### config.mk
export PLATFORM = sky130hd
export DESIGN_NAME = mem_port_arbiter
export DESIGN_NICKNAME = d
export VERILOG_FILES = /design/src/rtl/mem_arb_pkg.sv /design/src/rtl/mem_arb_pick.sv /design/src/rtl/mem_port_arbiter.sv
export SDC_FILE = /design/constraint.sdc
export NUM_CORES = 1
export LEC_CHECK = 0
export ABC_AREA = 1
export CORE_MARGIN = 2
export CORE_UTILIZATION = 25
export CTS_CLUSTER_SIZE = 40
export DETAILED_ROUTE_END_ITERATION = 6
export PLACE_DENSITY_LB_ADDON = 0.25
export SLEW_MARGIN = 5
export SYNTH_ARGS = -nofsm -noshare
export SYNTH_HDL_FRONTEND = slang
export SYNTH_HIERARCHICAL = 1
export SYNTH_SLANG_ARGS = --single-unit
export TNS_END_PERCENT = 5
### constraint.sdc
create_clock -name clk_i -period 2.8 [get_ports clk_i]
set_clock_uncertainty 0.05 [all_clocks]
set_input_delay 0.84 -clock clk_i [delete_from_list [all_inputs] [get_ports clk_i]]
set_output_delay 0.84 -clock clk_i [all_outputs]
set_load 0.02 [all_outputs]
### src/rtl/mem_arb_pkg.sv
// Shared types for the two-port memory arbiter: FSM states,
// owner encoding and the data/address width.
package mem_arb_pkg;

    localparam int unsigned DW = 32;

    localparam logic OWN_I = 1'b0;
    localparam logic OWN_D = 1'b1;

    typedef enum logic [2:0] {
        IDLE,
        SERVE_I,
        SERVE_D,
        RESP_I,
        RESP_D
    } state_e;

endpackage

### src/rtl/mem_arb_pick.sv
// Tie-break between fetch and data requests.
// Ports: ireq_i/dreq_i requests, last_i last owner, win_o winner.
// Build option: MEM_ARB_ROUND_ROBIN_EN selects round-robin ties,
// otherwise the data port always wins a tie.
module mem_arb_pick
    import mem_arb_pkg::*;
(
    input  logic ireq_i,
    input  logic dreq_i,
    input  logic last_i,
    output logic win_o
);

    logic tie_win;

`ifdef MEM_ARB_ROUND_ROBIN_EN
    assign tie_win = (last_i == OWN_D) ? OWN_I : OWN_D;
`else
    assign tie_win = OWN_D;
`endif

    // With no request the previous owner is reported unchanged.
    always_comb begin
        win_o = last_i;
        unique case (1'b1)
            (ireq_i && dreq_i):  win_o = tie_win;
            (dreq_i && !ireq_i): win_o = OWN_D;
            (ireq_i && !dreq_i): win_o = OWN_I;
            default:             win_o = last_i;
        endcase
    end

endmodule

### src/rtl/mem_port_arbiter.sv
// Arbitrates a fetch port and a data port onto one memory port.
// Ports: clk_i, reset_i (sync, active-high); fetch ireq_i/iaddr_i,
// iready_o/irdata_o; data dreq_i/dwrite_i/daddr_i/dwdata_i,
// dready_o/drdata_o; memory mread_o/mwrite_o/maddr_o/mwdata_o,
// mrdata_i/mack_i; grant_o current owner (1 = data).
// Build option: MEM_ARB_ROUND_ROBIN_EN (see mem_arb_pick).
module mem_port_arbiter
    import mem_arb_pkg::*;
(
    input  logic          clk_i,
    input  logic          reset_i,
    input  logic          ireq_i,
    input  logic [DW-1:0] iaddr_i,
    output logic          iready_o,
    output logic [DW-1:0] irdata_o,
    input  logic          dreq_i,
    input  logic          dwrite_i,
    input  logic [DW-1:0] daddr_i,
    input  logic [DW-1:0] dwdata_i,
    output logic          dready_o,
    output logic [DW-1:0] drdata_o,
    output logic          mread_o,
    output logic          mwrite_o,
    output logic [DW-1:0] maddr_o,
    output logic [DW-1:0] mwdata_o,
    input  logic [DW-1:0] mrdata_i,
    input  logic          mack_i,
    output logic          grant_o
);

    state_e        state_q, state_d;
    logic          owner_q, owner_d;
    logic          wr_q, wr_d;
    logic [DW-1:0] maddr_q, maddr_d;
    logic [DW-1:0] mwdata_q, mwdata_d;
    logic [DW-1:0] irdata_q, irdata_d;
    logic [DW-1:0] drdata_q, drdata_d;
    logic          win;

    mem_arb_pick u_pick (
        .ireq_i (ireq_i),
        .dreq_i (dreq_i),
        .last_i (owner_q),
        .win_o  (win)
    );

    always_ff @(posedge clk_i) begin
        if (reset_i) begin
            state_q  <= IDLE;
            owner_q  <= OWN_I;
            wr_q     <= 1'b0;
            maddr_q  <= '0;
            mwdata_q <= '0;
            irdata_q <= '0;
            drdata_q <= '0;
        end else begin
            state_q  <= state_d;
            owner_q  <= owner_d;
            wr_q     <= wr_d;
            maddr_q  <= maddr_d;
            mwdata_q <= mwdata_d;
            irdata_q <= irdata_d;
            drdata_q <= drdata_d;
        end
    end

    always_comb begin
        state_d  = state_q;
        owner_d  = owner_q;
        wr_d     = wr_q;
        maddr_d  = maddr_q;
        mwdata_d = mwdata_q;
        irdata_d = irdata_q;
        drdata_d = drdata_q;
        unique case (state_q)
            IDLE: begin
                if (ireq_i || dreq_i) begin
                    owner_d = win;
                    if (win == OWN_D) begin
                        maddr_d  = daddr_i;
                        mwdata_d = dwdata_i;
                        wr_d     = dwrite_i;
                        state_d  = SERVE_D;
                    end else begin
                        maddr_d = iaddr_i;
                        wr_d    = 1'b0;
                        state_d = SERVE_I;
                    end
                end
            end
            SERVE_I: begin
                if (mack_i) begin
                    irdata_d = mrdata_i;
                    state_d  = RESP_I;
                end
            end
            SERVE_D: begin
                if (mack_i) begin
                    // Write acks carry no data; keep the last read word.
                    if (!wr_q) drdata_d = mrdata_i;
                    state_d = RESP_D;
                end
            end
            RESP_I:  state_d = IDLE;
            RESP_D:  state_d = IDLE;
            default: state_d = IDLE;
        endcase
    end

    assign mread_o  = (state_q == SERVE_I) ||
                      ((state_q == SERVE_D) && !wr_q);
    assign mwrite_o = (state_q == SERVE_D) && wr_q;
    assign iready_o = (state_q == RESP_I);
    assign dready_o = (state_q == RESP_D);
    assign maddr_o  = maddr_q;
    assign mwdata_o = mwdata_q;
    assign irdata_o = irdata_q;
    assign drdata_o = drdata_q;
    assign grant_o  = owner_q;

endmodule

* Yosys cells after proc, flatten, opt, wreduce, memory -nomap -nowiden
Cells that the tools add are included.
** Operators by class
- Add/sub/neg operators :: 0
- Multiply operators :: 0
- Div/mod/pow operators :: 0
- Order comparisons :: 0
- Equality and inequality tests :: 7
- Shift-type cells :: 0
- Multiplexer cells :: 8
- Bitwise logic cells :: 1
- Reduce and logical (&&, ||, !) cells :: 17
** Operator list (number)
- $mux W32 :: 1
- $mux W3 :: 3
- $pmux W3 S3 :: 1
- $reduce_and A3 Y1 :: 3
- $eq A3 B2 Y1 const B :: 2
- $ne A2 B2 Y1 const B :: 3
- $logic_and A1 B1 Y1 :: 5
- $reduce_and A2 Y1 :: 2
- $eq A3 B1 Y1 const B :: 1
- $eq A3 B3 Y1 const B :: 1
- $logic_not A1 Y1 :: 3
- $logic_not A3 Y1 :: 1
- $logic_or A1 B1 Y1 :: 2
- $mux W2 :: 1
- $pmux W1 S2 :: 1
- $reduce_or A2 Y1 :: 1
- $mux W1 :: 1
- $not A1 Y1 :: 1
** Storage, ports and cells
- Bits in registers :: 133
- Bits in latches :: 0
- Memory bits (writable) :: 0
- Memory bits (read-only) :: 0
- Output and inout bits :: 133
- Logic and storage cells :: 40
- Memories :: 0

* Logic depth before layout (Yosys ltp)
Gate-level depths: netlist (run 1).
- Depth in word-level cells :: 7
- Depth in mapped cells :: 10
- Mapped depth without buffers :: 8

* Cells and area by module
The synthesis (run 1) kept the hierarchy.
** By module, submodules not included
- mem_port_arbiter :: times used 1, cells an instance 713, area each 5147.4 µm²
- mem_arb_pick :: times used 1, cells an instance 4, area each 15.0 µm²

* Least setup slack after synthesis (run 1)
No wires, ideal clock.
- Path kind :: flip-flop to output port
- Start point :: register state_q[0]
- End point :: output mread_o
- Data arrival time :: 993 ps
- Required time :: 1910 ps
- Setup slack :: 917 ps
- Stages on the path, launching flop included :: 4
- Buffers on the path :: 0
- Cell sequence :: dfxtp_1 > inv_1 > nand3_2 > o21ai_0
** Between the ends
- Word-level cells in the longest chain between the ends :: 3
- Elaborated cells on any way between the ends :: 4
- Classes of those cells :: eq/ne: 2; reduce/logical: 2
** Ends and longest elaborated chain
- start, declared :: RTL line mem_port_arbiter.sv:31 : state_e state_q, state_d;
- start signal, assigned :: RTL line mem_port_arbiter.sv:57 : state_q <= state_d;
- $eq A3 B2 Y1 :: RTL line mem_port_arbiter.sv:111 : ((state_q == SERVE_D) && !wr_q);
- $logic_and A1 B1 Y1 :: RTL line mem_port_arbiter.sv:111
- $logic_or A1 B1 Y1 * :: RTL line mem_port_arbiter.sv:110 : assign mread_o = (state_q == SERVE_I) ||
- end, declared :: RTL line mem_port_arbiter.sv:22 : output logic mread_o,
Every way passes the cells marked *; elsewhere a longest branch is shown, timed or not.

* Worst setup path after layout (run 1)
- Start point :: register state_q[0]
- End point :: output mwrite_o
** Between the ends
- Word-level cells in the longest chain between the ends :: 2
** Ends and longest elaborated chain
- $eq A3 B2 Y1 :: RTL line mem_port_arbiter.sv:112 : assign mwrite_o = (state_q == SERVE_D) && wr_q;
- $logic_and A1 B1 Y1 :: RTL line mem_port_arbiter.sv:112
- end, declared :: RTL line mem_port_arbiter.sv:23 : output logic mwrite_o,
No other way between the ends.

==> results.md, run 1 <==
* DP Wirelength at between 10000 and 15000 µm
* Number of max-cap violations at 0
* Synth unique cells at 20
* Synthesized cell area at roughly 5200 µm²
* Die area at 21800 µm²
* Global-route wire length before repair at ~27000 µm
* YS warnings at 6
* Worst-Skew Late Latency at 0.40 ns
* DRT Wirelength at 17100 µm
* Drt initial violations at 190
* Clock sinks at 133
* Status: completed
* Cells after Synth at 717
* Sum Neg Setup Slack at 0 ns
* Actual slew at the worst max-slew pin at roughly 0.6 ns
* Grt total ovfl at 0
* Min Tclk post-route at approximately 2.6 ns
* Die W at 148 µm
* Leakage at between 3 and 4 nW
* Hold Path End: mwdata_o[0]
* Vias in the first global route at around 4900
* Reg2reg path depth at 6
* IO Count at 267
* Worst Path Arrival at roughly 1.7 ns
* Die Height at between 100 and 150 µm
* Setup crit end kind: output port
* RSZ-0062 raised after global routing: no
* Vias at roughly 5300
* Cell Rows at 52
* Core ar. at about 20000 µm²
* Dpl ws at a little under 0.3 ns
* Hold Crit Start: mwdata_o[0]
* PwrDens at between 900 and 1000 nW/µm²
* Post-route DRC at 0
* Max-Slew Margin vs Limit at around 60%
* Placed cell count at approximately 1200
* Final Cycle Share at between 90% and 100%
* Clock Tree Buf Depth at 2
* Routed vias/inst at 4.23
* Reg2reg end: wr_q
* Setup Viol. Count Final at 0
* Initial Utilization at between 20 and 30%
* Fmax achieved at a little under 0.4 GHz
* Antenna violations before repair at 1
* Final hold vios at 0
* GRT Total Usage at between 10% and 20%
* Area growth, synth to finish at 67.3%
* Layout cell share with drive strength beyond 1 at under 10%
* R2R Path Start: state_q[1]
* Flops & latches, synth at 133
* Diode count at 0
* Setup Crit Path Kind: register to output port
* Crit Path Max Fanout at 4
* Hold Crit Class: register to register
* RePlAce Congestion at ~0.76
* Syn_nets at between 800 and 900
* CTS tree: done
* Nets at between 1000 and 1500
* WL/cell at 13.6 µm
* Required @ worst endpoint at between 1.5 and 2 ns
* Pwr Total at roughly 8.5 mW
* Register area share after synthesis at between 50% and 60%
* Final WS setup at approximately 0.2 ns
* Hold Crit Depth at 2
* Largest net degree at the start of global routing at 65
* First-pass DRT Iterations at 4
* Avg Synthesized Cell Area at around 7.2 µm²
* Finished Layout Cells at approximately 1300
* CP Launch Type: register
* Clk Tree Root Cell: clkbuf_16
* Worst vdd ir at between 500 and 600 µV
* Post-DRT Antenna Nets at 0
* I/O Buffers at between 200 and 300
* Clk slew on worst S/H paths at 0.06 ns
* CTS Buf Count at 17
* R2r setup slk at between 1 and 1.5 ns
* H-tree levels at 4
* Fin. max-slew vios at 0
[cell type report]
type	instances	area [µm²]
clock buffer	18	429
clock inverter	14	128
sequential	133	2660
tap	270	338
timing repair buffer	285	2830
fill	2077	11600
inverter	17	63.8
multi-input combinational	517	2180
[metal layers]
metal / global-route usage, % / wire [µm] / vias to the layer above / share of wire (%)
met4: 4.04 / 210 / 2 / 1.2
met1: 18.8 / 7560 / 2314 / 44
met2: 24.8 / 7610 / 179 / 45
met5: 0 / 13 / - / 0.076
met3: 6.88 / 1680 / 12 / 9.9
li1: - / - / 2792 / -
[cell families after synthesis]
kind of cell / count (synthesis) / synth area share [%]
and+or+nand+nor: 384 / 29.4
DFF: 133 / 51.6
AOI/OAI and AO/OA: 133 / 12.9
buffers and inverters: 67 / 6.16
[how the worst max path moves through the flow]
stage | slack [ns] | to | depth (start not counted) | start
floorplan | 0.92 | mread_o | 3 | state_q[0]
global placement | 0.30 | wr_q | 6 | dreq_i
detailed placement | 0.29 | grant_o | 6 | dreq_i
CTS | 0.008 | mread_o | 4 | state_q[1]
global route | 0.09 | iready_o | 3 | state_q[1]
finish | 0.20 | mwrite_o | 4 | state_q[0]
[per-stage QoR]
stage | instance area (µm²) | utilization (%) | hold WS, ns
final | 8640 | 42.7 | 0.408
after global routing | 8640 | 42.7 | 0.429
after CTS | 8640 | 42.7 | 0.410
after detailed placement | 8080 | 39.9 | 0.401
after global placement | 8080 | 39.9 | 0.398
after floorplan | 5160 | - | 0.404
[cell usage in the layout, fill, tap and decap left out]
cell type        instances
nor2_4                   1
clkbuf_1                 1
dfxtp_1                133
inv_6                    4
buf_12                   2
buf_4                   17
inv_1                   12
clkdlybuf4s50_1        265
clkinv_2                 3
nor2_2                   2
o21ai_1                  7
clkinv_4                 2
bufinv_16                1
clkbuf_16               17
clkinvlp_4               4
nor2_1                 199
nand2_2                  2
a21oi_1                 36
nand2_1                140
nor3_1                   2
o21ai_0                 90
nand3_2                  2
nand3_1                 36
dlymetal6s2s_1           1
inv_2                    5
[flip-flops by register name (all words and copies together), names as in the netlist]
register,count
mwdata_o,32
drdata_o,32
irdata_o,32
state_q,3
maddr_o,32
wr_q,1
grant_o,1
[cells in the mapped netlist]
cell type / number / area share (%)
a21oi_1: 36 / 3.5
buf_1: 1 / 0.073
buf_2: 19 / 1.8
buf_4: 3 / 0.44
buf_6: 4 / 0.87
clkbuf_1: 22 / 1.6
clkbuf_2: 1 / 0.097
dfxtp_1: 133 / 52
inv_1: 13 / 0.95
inv_2: 4 / 0.29
nand2_1: 141 / 10
nand2_2: 1 / 0.12
nand3_1: 36 / 3.5
nand3_2: 2 / 0.39
nor2_1: 199 / 14
nor2_2: 2 / 0.24
nor2_4: 1 / 0.22
nor3_1: 2 / 0.19
o21ai_0: 90 / 8.7
o21ai_1: 7 / 0.68
[report_power, final]
part | switching, mW | internal (mW) | leakage, nW
combinational | 2.04 | 1.56 | 2.14
clock | 0.894 | 1.23 | 0.263
sequential | 0.288 | 2.46 | 1.09
total | 3.22 | 5.25 | 3.49
[critical path, stage by stage, from the launching register on]
cell             delay, ns
dfxtp_1               0.33
inv_1                 0.09
nand3_2               0.11
nor2_1                0.10
clkdlybuf4s50_1       0.66
[what timing repair did]
item,in CTS,in global routing
endpoints found under the setup margin,0,1
hold buffers,0,0
endpoints found under the hold margin,0,0
gates resized for setup,0,1
setup buffers,0,0
Power figures use the tool's default switching activity.
==> run 2, diff against run 1 <==
--- a/config.mk
+++ b/config.mk
@@ -10,7 +10,8 @@
 export CORE_UTILIZATION = 25
 export CTS_CLUSTER_SIZE = 40
 export DETAILED_ROUTE_END_ITERATION = 6
-export PLACE_DENSITY_LB_ADDON = 0.25
+export PLACE_DENSITY = 0.54
+export REMOVE_ABC_BUFFERS = 1
 export SLEW_MARGIN = 5
 export SYNTH_ARGS = -nofsm -noshare
 export SYNTH_HDL_FRONTEND = slang
==> results.md, run 2 (same netlist as run 1, synthesis figures left out) <==
* Most frequent cells in the layout: clkdlybuf4s50_1 (265), nor2_1 (199), nand2_1 (140) (unchanged)
* R2r setup slk at 1.23 ns (was 1.32 ns)
* Global-route wire length before repair at 28300 µm (was 26700 µm)
* Clk Tree Root Cell: clkbuf_16 (unchanged)
* R2R Path Start: state_q[1] (unchanged)
* WP depth at 3 (was 4)
* Slowest CP cell: clkdlybuf4s50_1 (unchanged)
* Crit path cell chain: inv_1 -> nor3_1 -> clkdlybuf4s50_1 (was inv_1 -> nand3_2 -> nor2_1 -> clkdlybuf4s50_1)
* Diode count at 0 (unchanged)
* RePlAce Congestion at 0.752 (was 0.756)
* Hold Crit Class: register to register (unchanged)
* Buf/Inv on CP at 2 (unchanged)
* Grt total ovfl at 0 (unchanged)
* Worst Path Arrival at 1.75 ns (was 1.71 ns)
* Finished Cell Area at 8690 µm² (was 8640 µm²)
* Finished Layout Cells at 1255 (was 1254)
* Final hold vios at 0 (unchanged)
* Top Metal Used: met4 (was met5)
* CP Launch Type: register (unchanged)
* CP max stage delay at 0.66 ns (about the same)
* Worst-Skew Late Latency at 0.41 ns (was 0.40 ns)
* Core ar. at 20200 µm² (unchanged)
* Antenna violations before repair at 0 (was 1)
* Reg2reg end: irdata_o[11] (was wr_q)
* Cell Area, Placed at 8110 µm² (was 8080 µm²)
* Met2 WL at 7970 µm (was 7610 µm)
* Clk slew on worst S/H paths at 0.07 ns (was 0.06 ns)
* Die Height at 148 µm (unchanged)
* Setup Viol. Count Final at 0 (unchanged)
* WL met1 at 7940 µm (was 7560 µm)
* CTS Buf Count at 17 (unchanged)
* Area growth, synth to finish at 68.3% (was 67.3%)
* Placed cell count at 1223 (was 1222)
* Vias in the first global route at 5234 (was 4939)
* GRT Total Usage at 16.2% (was 15.4%)
* RSZ-0062 raised after global routing: no (unchanged)
* Actual slew at the worst max-slew pin at 0.603 ns (was 0.600 ns)
* Die area at 21800 µm² (unchanged)
* Required @ worst endpoint at 1.91 ns (about the same)
* Fin util at 42.9% (was 42.7%)
* Drt initial violations at 153 (was 190)
* Layout cell share with drive strength beyond 1 at 6.40% (was 6.30%)
* Fin. max-slew vios at 0 (unchanged)
* Leading cell type in the layout, fill and taps excluded: clkdlybuf4s50_1 (unchanged)
* WL/cell at 14.2 µm (was 13.6 µm)
* Final Cycle Share at 94.1% (was 92.8%)
* Max-Slew Margin vs Limit at 59.8% (was 59.9%)
* # hold bufs at CTS at 0 (unchanged)
* Nets at 1106 (was 1105)
* DR WL met3 at 1710 µm (was 1680 µm)
* Post-DRT Antenna Nets at 0 (unchanged)
* Final Hold Slack at 0.410 ns (was 0.408 ns)
* I/O Buffers at 266 (unchanged)
* First-pass DRT Iterations at 5 (was 4)
* Status: completed (unchanged)
* Cell Rows at 52 (unchanged)
* Die W at 148 µm (unchanged)
* Clock sinks at 133 (unchanged)
* Post-route DRC at 0 (unchanged)
* Routed vias/inst at 4.28 (was 4.23)
* DRT Wirelength at 17800 µm (was 17100 µm)
* Fmax achieved at 0.379 GHz (was 0.385 GHz)
* CTS tree: done (unchanged)
* Setup Crit Path Kind: register to output port (unchanged)
* Number of max-cap violations at 0 (unchanged)
* H-tree levels at 4 (unchanged)
* IO Count at 267 (unchanged)
* Worst Setup SP: state_q[1] (was state_q[0])
* DP Wirelength at 12700 µm (was 12000 µm)
* Vias at 5373 (was 5299)
* Crit Path Max Fanout at 4 (unchanged)
* Fill count at 2082 (was 2077)
* Largest net degree at the start of global routing at 44 (was 65)
* Worst vdd ir at 373 µV (was 522 µV)
* Family with the most delay on the worst path: buffers and inverters (unchanged)
* Leakage at 3.51 nW (was 3.49 nW)
* PwrDens at 991 nW/µm² (was 981 nW/µm²)
* Clock Tree Buf Depth at 2 (unchanged)
* Setup crit end kind: output port (unchanged)
* Initial Utilization at 25.5% (unchanged)
* Min Tclk post-route at 2.64 ns (was 2.60 ns)
* Reg2reg path depth at 7 (was 6)
* Setup crit end: iready_o (was mwrite_o)
run 2: cell count changes in the layout (fill, tap and decap cells not counted):
cell / before / now
clkinv_2: 3 / 0
buf_12: 2 / 4
inv_8: 0 / 2
buf_4: 17 / 16
inv_6: 4 / 5
run 2: area by class of cell:
cell class / count / area, µm² / share of cell area (%)
Tap cell: 270 / 338 / 3.89
Inverter: 17 / 63.8 / 0.735
Sequential cell: 133 / 2660 / 30.6
Multi-Input combinational cell: 517 / 2180 / 25.1
Clock inverter: 14 / 144 / 1.66
Clock buffer: 18 / 429 / 4.94
Timing Repair Buffer: 286 / 2870 / 33.0
run 2: repair_timing:
item	in CTS	in global routing
setup endpoints to repair	0	1
resized for setup	0	1
buffers inserted	0	0
endpoints found under the hold margin	0	0
run 2: how the worst min path moves through the flow:
| stage | from | end | slack (ns) | cells past startpoint |
|---|---|---|---|---|
| 5_1_grt | mwdata_o[21] | mwdata_o[21] | 0.43 | 2 |
| 3_3_place_gp | mwdata_o[27] | mwdata_o[27] | 0.40 | 2 |
| 2_1_floorplan | wr_q | wr_q | 0.40 | 2 |
| 3_5_place_dp | mwdata_o[17] | mwdata_o[17] | 0.40 | 2 |
| 6_report | mwdata_o[17] | mwdata_o[17] | 0.41 | 2 |
| 4_1_cts | mwdata_o[17] | mwdata_o[17] | 0.41 | 2 |
run 2: worst register-to-register path, delay by kind of cell (launching register included):
family / cells / cell delay [ns]
flops: 1 / 0.39
buf+inv: 3 / 0.64
simple gates: 4 / 0.41
run 2: metrics by stage:
step / setup TNS (ns) / setup slack (ns) / power, mW
final: 0 / 0.165 / 8.61
after global routing: 0 / 0.00350 / 9.15
after CTS: 0 / 0.0799 / 8.74
after detailed placement: 0 / 0.301 / 6.50
after global placement: 0 / 0.334 / 6.50
after floorplan: -29.97 / -0.471 / 4.55
run 2: where the power goes:
| part | internal, mW | switching (mW) |
|---|---|---|
| clock network | 1.25 | 0.935 |
| registers | 2.46 | 0.293 |
| logic | 1.60 | 2.07 |
run 2: metal layers:
| metal | GRT usage (%) | vias up |
|---|---|---|
| met3 | 6.60 | 11 |
| met2 | 25.8 | 194 |
| met4 | 4.23 | 0 |
| met5 | 0 | - |
| met1 | 20.5 | 2374 |
| li1 | - | 2794 |
==> run 3, diff against run 2 <==
--- a/config.mk
+++ b/config.mk
@@ -8,7 +8,7 @@
 export ABC_AREA = 1
 export CORE_MARGIN = 2
 export CORE_UTILIZATION = 25
-export CTS_CLUSTER_SIZE = 40
+export CTS_CLUSTER_SIZE = 30
 export DETAILED_ROUTE_END_ITERATION = 6
 export PLACE_DENSITY = 0.54
 export REMOVE_ABC_BUFFERS = 1
==> results of run 3 <==
Same layout as run 2: the final DEF is identical, and so are final timing and power.
